--- src/rtl/matrix_op_sequencer.sv ---
// matrix_op_sequencer
//   Single-issue controller for the matrix register file and matrix ALU.
//   Accepts one 32-bit instruction at a time over a valid/ready handshake.
//   It drives operand select, then launches the ALU. It waits for the ALU
//   to report done, then strobes a one-cycle write-back.
//
// Ports
//   CLK, RST           clock (rising edge) / asynchronous active-low reset
//   instr_valid/instr  instruction handshake input and instruction word
//   instr_ready        high only while IDLE (registered, depends on state only)
//   read1/read2/write  data-memory port indices
//   generate_enable    data2 taken from the constant-matrix generator
//   constant           immediate for the constant-matrix generator
//   write_enable       one-cycle write strobe to the data memory
//   alu_op/alu_start   ALU operation code and one-cycle launch pulse
//   alu_done           ALU result valid
//   busy/halted/error  status
//   retired_count      retired-instruction counter (wraps)

`ifndef INDEX_BIT
`define INDEX_BIT 4
`endif

module matrix_op_sequencer #(
  parameter int INDEX_BIT = `INDEX_BIT,
  parameter int TIMEOUT   = 1024,
  parameter int CNT_W     = 16
) (
  input  logic                     CLK,
  input  logic                     RST,
  input  logic                     instr_valid,
  input  logic [31:0]              instr,
  output logic                     instr_ready,
  output logic [INDEX_BIT-1:0]     read1,
  output logic [INDEX_BIT-1:0]     read2,
  output logic [INDEX_BIT-1:0]     write,
  output logic                     generate_enable,
  output logic [28-2*INDEX_BIT:0]  constant,
  output logic                     write_enable,
  output logic [2:0]               alu_op,
  output logic                     alu_start,
  input  logic                     alu_done,
  output logic                     busy,
  output logic                     halted,
  output logic                     error,
  output logic [CNT_W-1:0]         retired_count
);

  localparam int CONST_W = 29 - 2*INDEX_BIT;
  localparam int TMR_W   = $clog2(TIMEOUT + 1);

  localparam logic [2:0] OP_NOP  = 3'b000;
  localparam logic [2:0] OP_ADDI = 3'b100;
  localparam logic [2:0] OP_MULI = 3'b101;
  localparam logic [2:0] OP_HALT = 3'b111;

  typedef enum logic [2:0] {
    S_IDLE  = 3'd0,
    S_ISSUE = 3'd1,
    S_WAIT  = 3'd2,
    S_WB    = 3'd3,
    S_HALT  = 3'd4,
    S_ERR   = 3'd5
  } state_t;

  // Instruction fields; src2 deliberately overlaps the top of imm.
  logic [2:0]           f_op;
  logic [INDEX_BIT-1:0] f_dst;
  logic [INDEX_BIT-1:0] f_src1;
  logic [INDEX_BIT-1:0] f_src2;
  logic [CONST_W-1:0]   f_imm;

  assign f_op   = instr[31:29];
  assign f_dst  = instr[28 -: INDEX_BIT];
  assign f_src1 = instr[28-INDEX_BIT -: INDEX_BIT];
  assign f_src2 = instr[28-2*INDEX_BIT -: INDEX_BIT];
  assign f_imm  = instr[CONST_W-1:0];

  state_t               state_q,   state_d;
  logic [TMR_W-1:0]     tmr_q,     tmr_d;
  logic [INDEX_BIT-1:0] read1_q,   read1_d;
  logic [INDEX_BIT-1:0] read2_q,   read2_d;
  logic [INDEX_BIT-1:0] write_q,   write_d;
  logic                 gen_q,     gen_d;
  logic [CONST_W-1:0]   const_q,   const_d;
  logic [2:0]           alu_op_q,  alu_op_d;
  logic                 start_q,   start_d;
  logic                 we_q,      we_d;
  logic                 ready_q,   ready_d;
  logic                 busy_q,    busy_d;
  logic                 halted_q,  halted_d;
  logic                 error_q,   error_d;
  logic [CNT_W-1:0]     retired_q, retired_d;

  always_comb begin
    state_d   = state_q;
    tmr_d     = tmr_q;
    read1_d   = read1_q;
    read2_d   = read2_q;
    write_d   = write_q;
    gen_d     = gen_q;
    const_d   = const_q;
    alu_op_d  = alu_op_q;
    retired_d = retired_q;

    unique case (state_q)
      S_IDLE: begin
        if (instr_valid) begin
          if (f_op == OP_NOP) begin
            retired_d = retired_q + CNT_W'(1);
          end else if (f_op == OP_HALT) begin
            retired_d = retired_q + CNT_W'(1);
            state_d   = S_HALT;
          end else begin
            // Operands are latched at accept so they are already valid in ISSUE.
            read1_d  = f_src1;
            read2_d  = f_src2;
            write_d  = f_dst;
            alu_op_d = f_op;
            gen_d    = (f_op == OP_ADDI) || (f_op == OP_MULI);
            const_d  = ((f_op == OP_ADDI) || (f_op == OP_MULI)) ? f_imm : '0;
            state_d  = S_ISSUE;
          end
        end
      end
      S_ISSUE: begin
        tmr_d   = '0;
        state_d = S_WAIT;
      end
      S_WAIT: begin
        // Done takes priority over a timeout reached in the same cycle.
        if (alu_done) begin
          state_d = S_WB;
        end else if (tmr_q == TMR_W'(TIMEOUT - 1)) begin
          state_d = S_ERR;
        end else begin
          tmr_d = tmr_q + TMR_W'(1);
        end
      end
      S_WB: begin
        retired_d = retired_q + CNT_W'(1);
        state_d   = S_IDLE;
      end
      S_HALT:  state_d = S_HALT;
      S_ERR:   state_d = S_ERR;
      default: state_d = S_ERR;
    endcase

    // Outputs are registered from the next state so they line up with it.
    start_d  = (state_d == S_ISSUE);
    we_d     = (state_d == S_WB);
    ready_d  = (state_d == S_IDLE);
    busy_d   = (state_d == S_ISSUE) || (state_d == S_WAIT) || (state_d == S_WB);
    halted_d = (state_d == S_HALT);
    error_d  = (state_d == S_ERR);
  end

  always_ff @(posedge CLK or negedge RST) begin
    if (!RST) begin
      state_q   <= S_IDLE;
      tmr_q     <= '0;
      read1_q   <= '0;
      read2_q   <= '0;
      write_q   <= '0;
      gen_q     <= 1'b0;
      const_q   <= '0;
      alu_op_q  <= '0;
      start_q   <= 1'b0;
      we_q      <= 1'b0;
      ready_q   <= 1'b1;
      busy_q    <= 1'b0;
      halted_q  <= 1'b0;
      error_q   <= 1'b0;
      retired_q <= '0;
    end else begin
      state_q   <= state_d;
      tmr_q     <= tmr_d;
      read1_q   <= read1_d;
      read2_q   <= read2_d;
      write_q   <= write_d;
      gen_q     <= gen_d;
      const_q   <= const_d;
      alu_op_q  <= alu_op_d;
      start_q   <= start_d;
      we_q      <= we_d;
      ready_q   <= ready_d;
      busy_q    <= busy_d;
      halted_q  <= halted_d;
      error_q   <= error_d;
      retired_q <= retired_d;
    end
  end

  assign instr_ready     = ready_q;
  assign read1           = read1_q;
  assign read2           = read2_q;
  assign write           = write_q;
  assign generate_enable = gen_q;
  assign constant        = const_q;
  assign write_enable    = we_q;
  assign alu_op          = alu_op_q;
  assign alu_start       = start_q;
  assign busy            = busy_q;
  assign halted          = halted_q;
  assign error           = error_q;
  assign retired_count   = retired_q;

endmodule

--- config.mk ---
export PLATFORM = sky130hd
export DESIGN_NAME = matrix_op_sequencer
export DESIGN_NICKNAME = d
export VERILOG_FILES = /design/src/rtl/matrix_op_sequencer.sv
export SDC_FILE = /design/constraint.sdc
export NUM_CORES = 1
export LEC_CHECK = 0
export BUFFER_PORTS_ARGS = -buffer_cell sky130_fd_sc_hd__buf_2
export CELL_PAD_IN_SITES_DETAIL_PLACEMENT = 0
export CELL_PAD_IN_SITES_GLOBAL_PLACEMENT = 1
export CORE_MARGIN = 5
export CORE_UTILIZATION = 42
export DETAILED_ROUTE_END_ITERATION = 8
export PLACE_DENSITY = 0.89
export SLEW_MARGIN = 20
export SYNTH_ARGS = -nofsm -noshare
export SYNTH_HDL_FRONTEND = slang
export SYNTH_SLANG_ARGS = --single-unit
export TNS_END_PERCENT = 100
--- constraint.sdc ---
create_clock -name CLK -period 4.7 [get_ports CLK]
set_input_delay 0.235 -clock CLK [delete_from_list [all_inputs] [get_ports CLK]]
set_output_delay 0.235 -clock CLK [all_outputs]
set_load 0.05 [all_outputs]
==> flow_summary_export.csv <==
group,metric,value,unit
status,status,"complete, no violations",
power_and_ir_drop,p_leak,0.00205,uW
worst_setup_path,end_kind,"register",
cells_and_area,drive_above_1_share,32.8,%
synthesis,netlist_area,0.00313,sq mm
worst_setup_path,crit_fanout,46,
synthesis,synth_most_common_cell,"dfrtp_1",
die,ios,95,
cts,cts_setup_buffers,0,
cts,numCtsBuffers,9,
power_and_ir_drop,p_per_area,666,mW/mm^2
global_routing,overflow,0,
worst_setup_path,startpoint,"state_q[1]",
min_path,hold_path.class,"in -> async",
placement,routabilityCongestion,0.825,
cts,path_clk_slew,0.08,ns
sta,maxSlewViolCount,0,
cts,tritoncts,"yes",
placement,io_buffers,94,
route,drt_iter0_markers,77,
route,drc_errors,0,
die,rows,31,
sta,hold_ws,0.0119,ns
die,core_area,0.00725,sq mm
sta,hold_viol,0,
sta,fin_skew,0.00733,ns
die,die_height,96.4,um
synthesis,ys_async_sr_fraction,100,%
sta,fin_ws,2.55,ns
sta,fin_tns_setup,0,ns
synthesis,synth_xor_xnor_area_share,4.71,%
synthesis,syn_nets,320,
cts,clock_latency,0.35,ns
cts,holdBufCountCts,0,
cts,htreeDepth,3,
synthesis,synth_top_family_by_area,"simple AND/OR/NAND/NOR gates",
synthesis,synth.distinct_cells,50,
route,drtAntennaViolNets,0,
synthesis,synth_top_cell_by_area,"dfrtp_1",
synthesis,ys.flop_type,"dfrtp_1",
worst_setup_path,crit_path_start_kind,"register",
cts,clk_path_buf_depth,2,
worst_setup_path,crit_type,"reg -> reg",
sta,tightest_slew,0.910,ns
global_routing,grt_usage,16.2,%
synthesis,synth_compound_area_share,11.3,%
sta,fmaxAchievable,466,MHz
synthesis,synth-simple-area-share,20.9,%
cts,cts_resized,0,
sta,post-route-min-period,2.15,ns
sta,finalCritPeriodShare,45.7,%
route,postRouteWirelength,6920,um
sta,setup_violations,0,
route,post_drt_via_cell_ratio,5.09,
cts,cts_root_buf,"clkbuf_8",
route,drtPass1Iterations,4,
synthesis,ys_top_cells_by_area,"dfrtp_1, nand2_1, a22o_1",
synthesis,synth.avg_cell_area,11.1,sq um
synthesis,muxShareOfSynthArea,1.68,%
global_routing,grt_pass1_wl,11500,um
cells_and_area,fillCellCount,665,
synthesis,yosys-top-cells-count,"dfrtp_1, nand2_1, a22o_1",
sta,grt_setup_unrepaired,"false",
global_routing,antenna_found_initial,0,
die,die_w,96.4,um
worst_setup_path,worstPathArrival,2.43,ns
global_routing,grt_pass1_vias,2461,
placement,dpl.hpwl,4860,um
cts,numClockSinks,73,
placement,place_ws,2.51,ns
power_and_ir_drop,max-vdd-ir-drop,366,uV
sta,relSlewSlack,39.4,%
synthesis,synth_warnings,0,
worst_setup_path,regToRegStartpoint,"state_q[1]",
cells_and_area,antennaDiodeCount,0,
worst_setup_path,critPathRequiredTime,4.98,ns
cells_and_area,finalNetCount,414,
synthesis,netlist_instances,282,
route,route.vias.total,2442,
global_routing,grt_max_degree,74,
die,die-area,0.00928,sq mm
die,start_util,43.2,%
cells_and_area,area_growth,23.4,%
synthesis,ys_seq_area_share,58.4,%
job,maxCapViolations,0,
synthesis,ys_seq_elements,73,
route,wl_per_cell,14.4,um
synthesis,synth_top_area_share,57.5,%
synthesis,synth_fa_ha_area_share,0.799,%
synthesis,synth_edf_count,0,
-- stage by stage --
stage | instances | util, % | instance area [sq um] | power (uW)
floorplan | 282 | - | 3130 | 1830
global placement | 464 | 50.6 | 3670 | 2100
detailed placement | 464 | 50.6 | 3670 | 2110
CTS | 480 | 53.3 | 3860 | 2600
global route | 480 | 53.3 | 3860 | 2720
finish | 480 | 53.3 | 3860 | 2570
-- per-layer routing --
layer / up-vias / share of wire, % / GRT usage [%]
met5: - / 0 / 0
met4: 0 / 1.5 / 7.36
met3: 10 / 7.7 / 5.79
met2: 87 / 45 / 23.6
met1: 1172 / 45 / 21.5
li1: 1173 / - / -
-- cell usage in the layout, fill, tap and decap left out, types with 2 or more instances in the layout --
cell and instances:
nor2b_1 4, nand3_1 9, and3_1 6, ha_1 2, o211ai_1 3, nand2b_1 2
mux2_2 2, nand4_1 8, clkbuf_8 9, nor2_1 12, a22o_1 18, nand4_2 2
clkinv_2 3, inv_1 2, buf_2 93, xor2_1 7, a31oi_1 2, o21ai_0 7
mux2i_1 3, a21oi_1 4, dfrtp_1 72, and4_4 2, xnor2_1 8, o31ai_1 3
nand2_1 64, and2_1 5, or4_1 3
-- worst max-delay path, stage by stage (launching register included) --
cell and delay, ns:
dfrtp_1 0.49, nor4b_4 0.41, nand3_4 0.45, inv_1 0.56, nand2_1 0.11, nand2_1 0.07
-- final cells by class --
class / count / area, sq um / share of cell area (%)
sequential: 73 / 1830 / 47.3
clock inverter: 7 / 70.1 / 1.81
tap: 99 / 124 / 3.21
timing repair buffer: 94 / 473 / 12.2
inverter: 3 / 11.3 / 0.291
multi-input combinational: 195 / 1230 / 31.9
clock buffer: 9 / 124 / 3.21
-- final timing paths --
| path | to | slack [ns] | depth (start not counted) |
|---|---|---|---|
| max in group asynchronous | alu_op[0] | 4.09 | 1 |
| setup / recovery | read2[0] | 2.55 | 5 |
| hold reg to reg | retired_count[15] | 0.47 | 1 |
| min in group CLK | read1[1] | 0.07 | 3 |
| hold / removal | retired_count[9] | 0.01 | 1 |
| setup reg to reg | read2[0] | 2.55 | 5 |
-- cell families (layout without fill, tap and decap cells) --
logic type	after synthesis	count (layout)
AND/OR/NAND/NOR	125	125
flip-flops	73	73
AO/OA/AOI/OAI	47	47
XOR/XNOR	16	16
buffers and inverters	14	113
multiplexers	5	5
adder cells (fa/ha/maj)	2	2
-- report_power, final --
group / internal [uW] / switching (uW) / total (uW)
sequential: 819 / 133 / 952
combinational: 272 / 867 / 1140
clock: 245 / 237 / 482
total: 1340 / 1240 / 2570
-- registers in the layout (all words and copies together), names as in the netlist, 3 cells and up --
signal	cells
constant	21
retired_count	16
tmr_q	11
read1	4
read2	4
write	4
alu_op	3
state_q	3
Power figures use the tool's default switching activity.
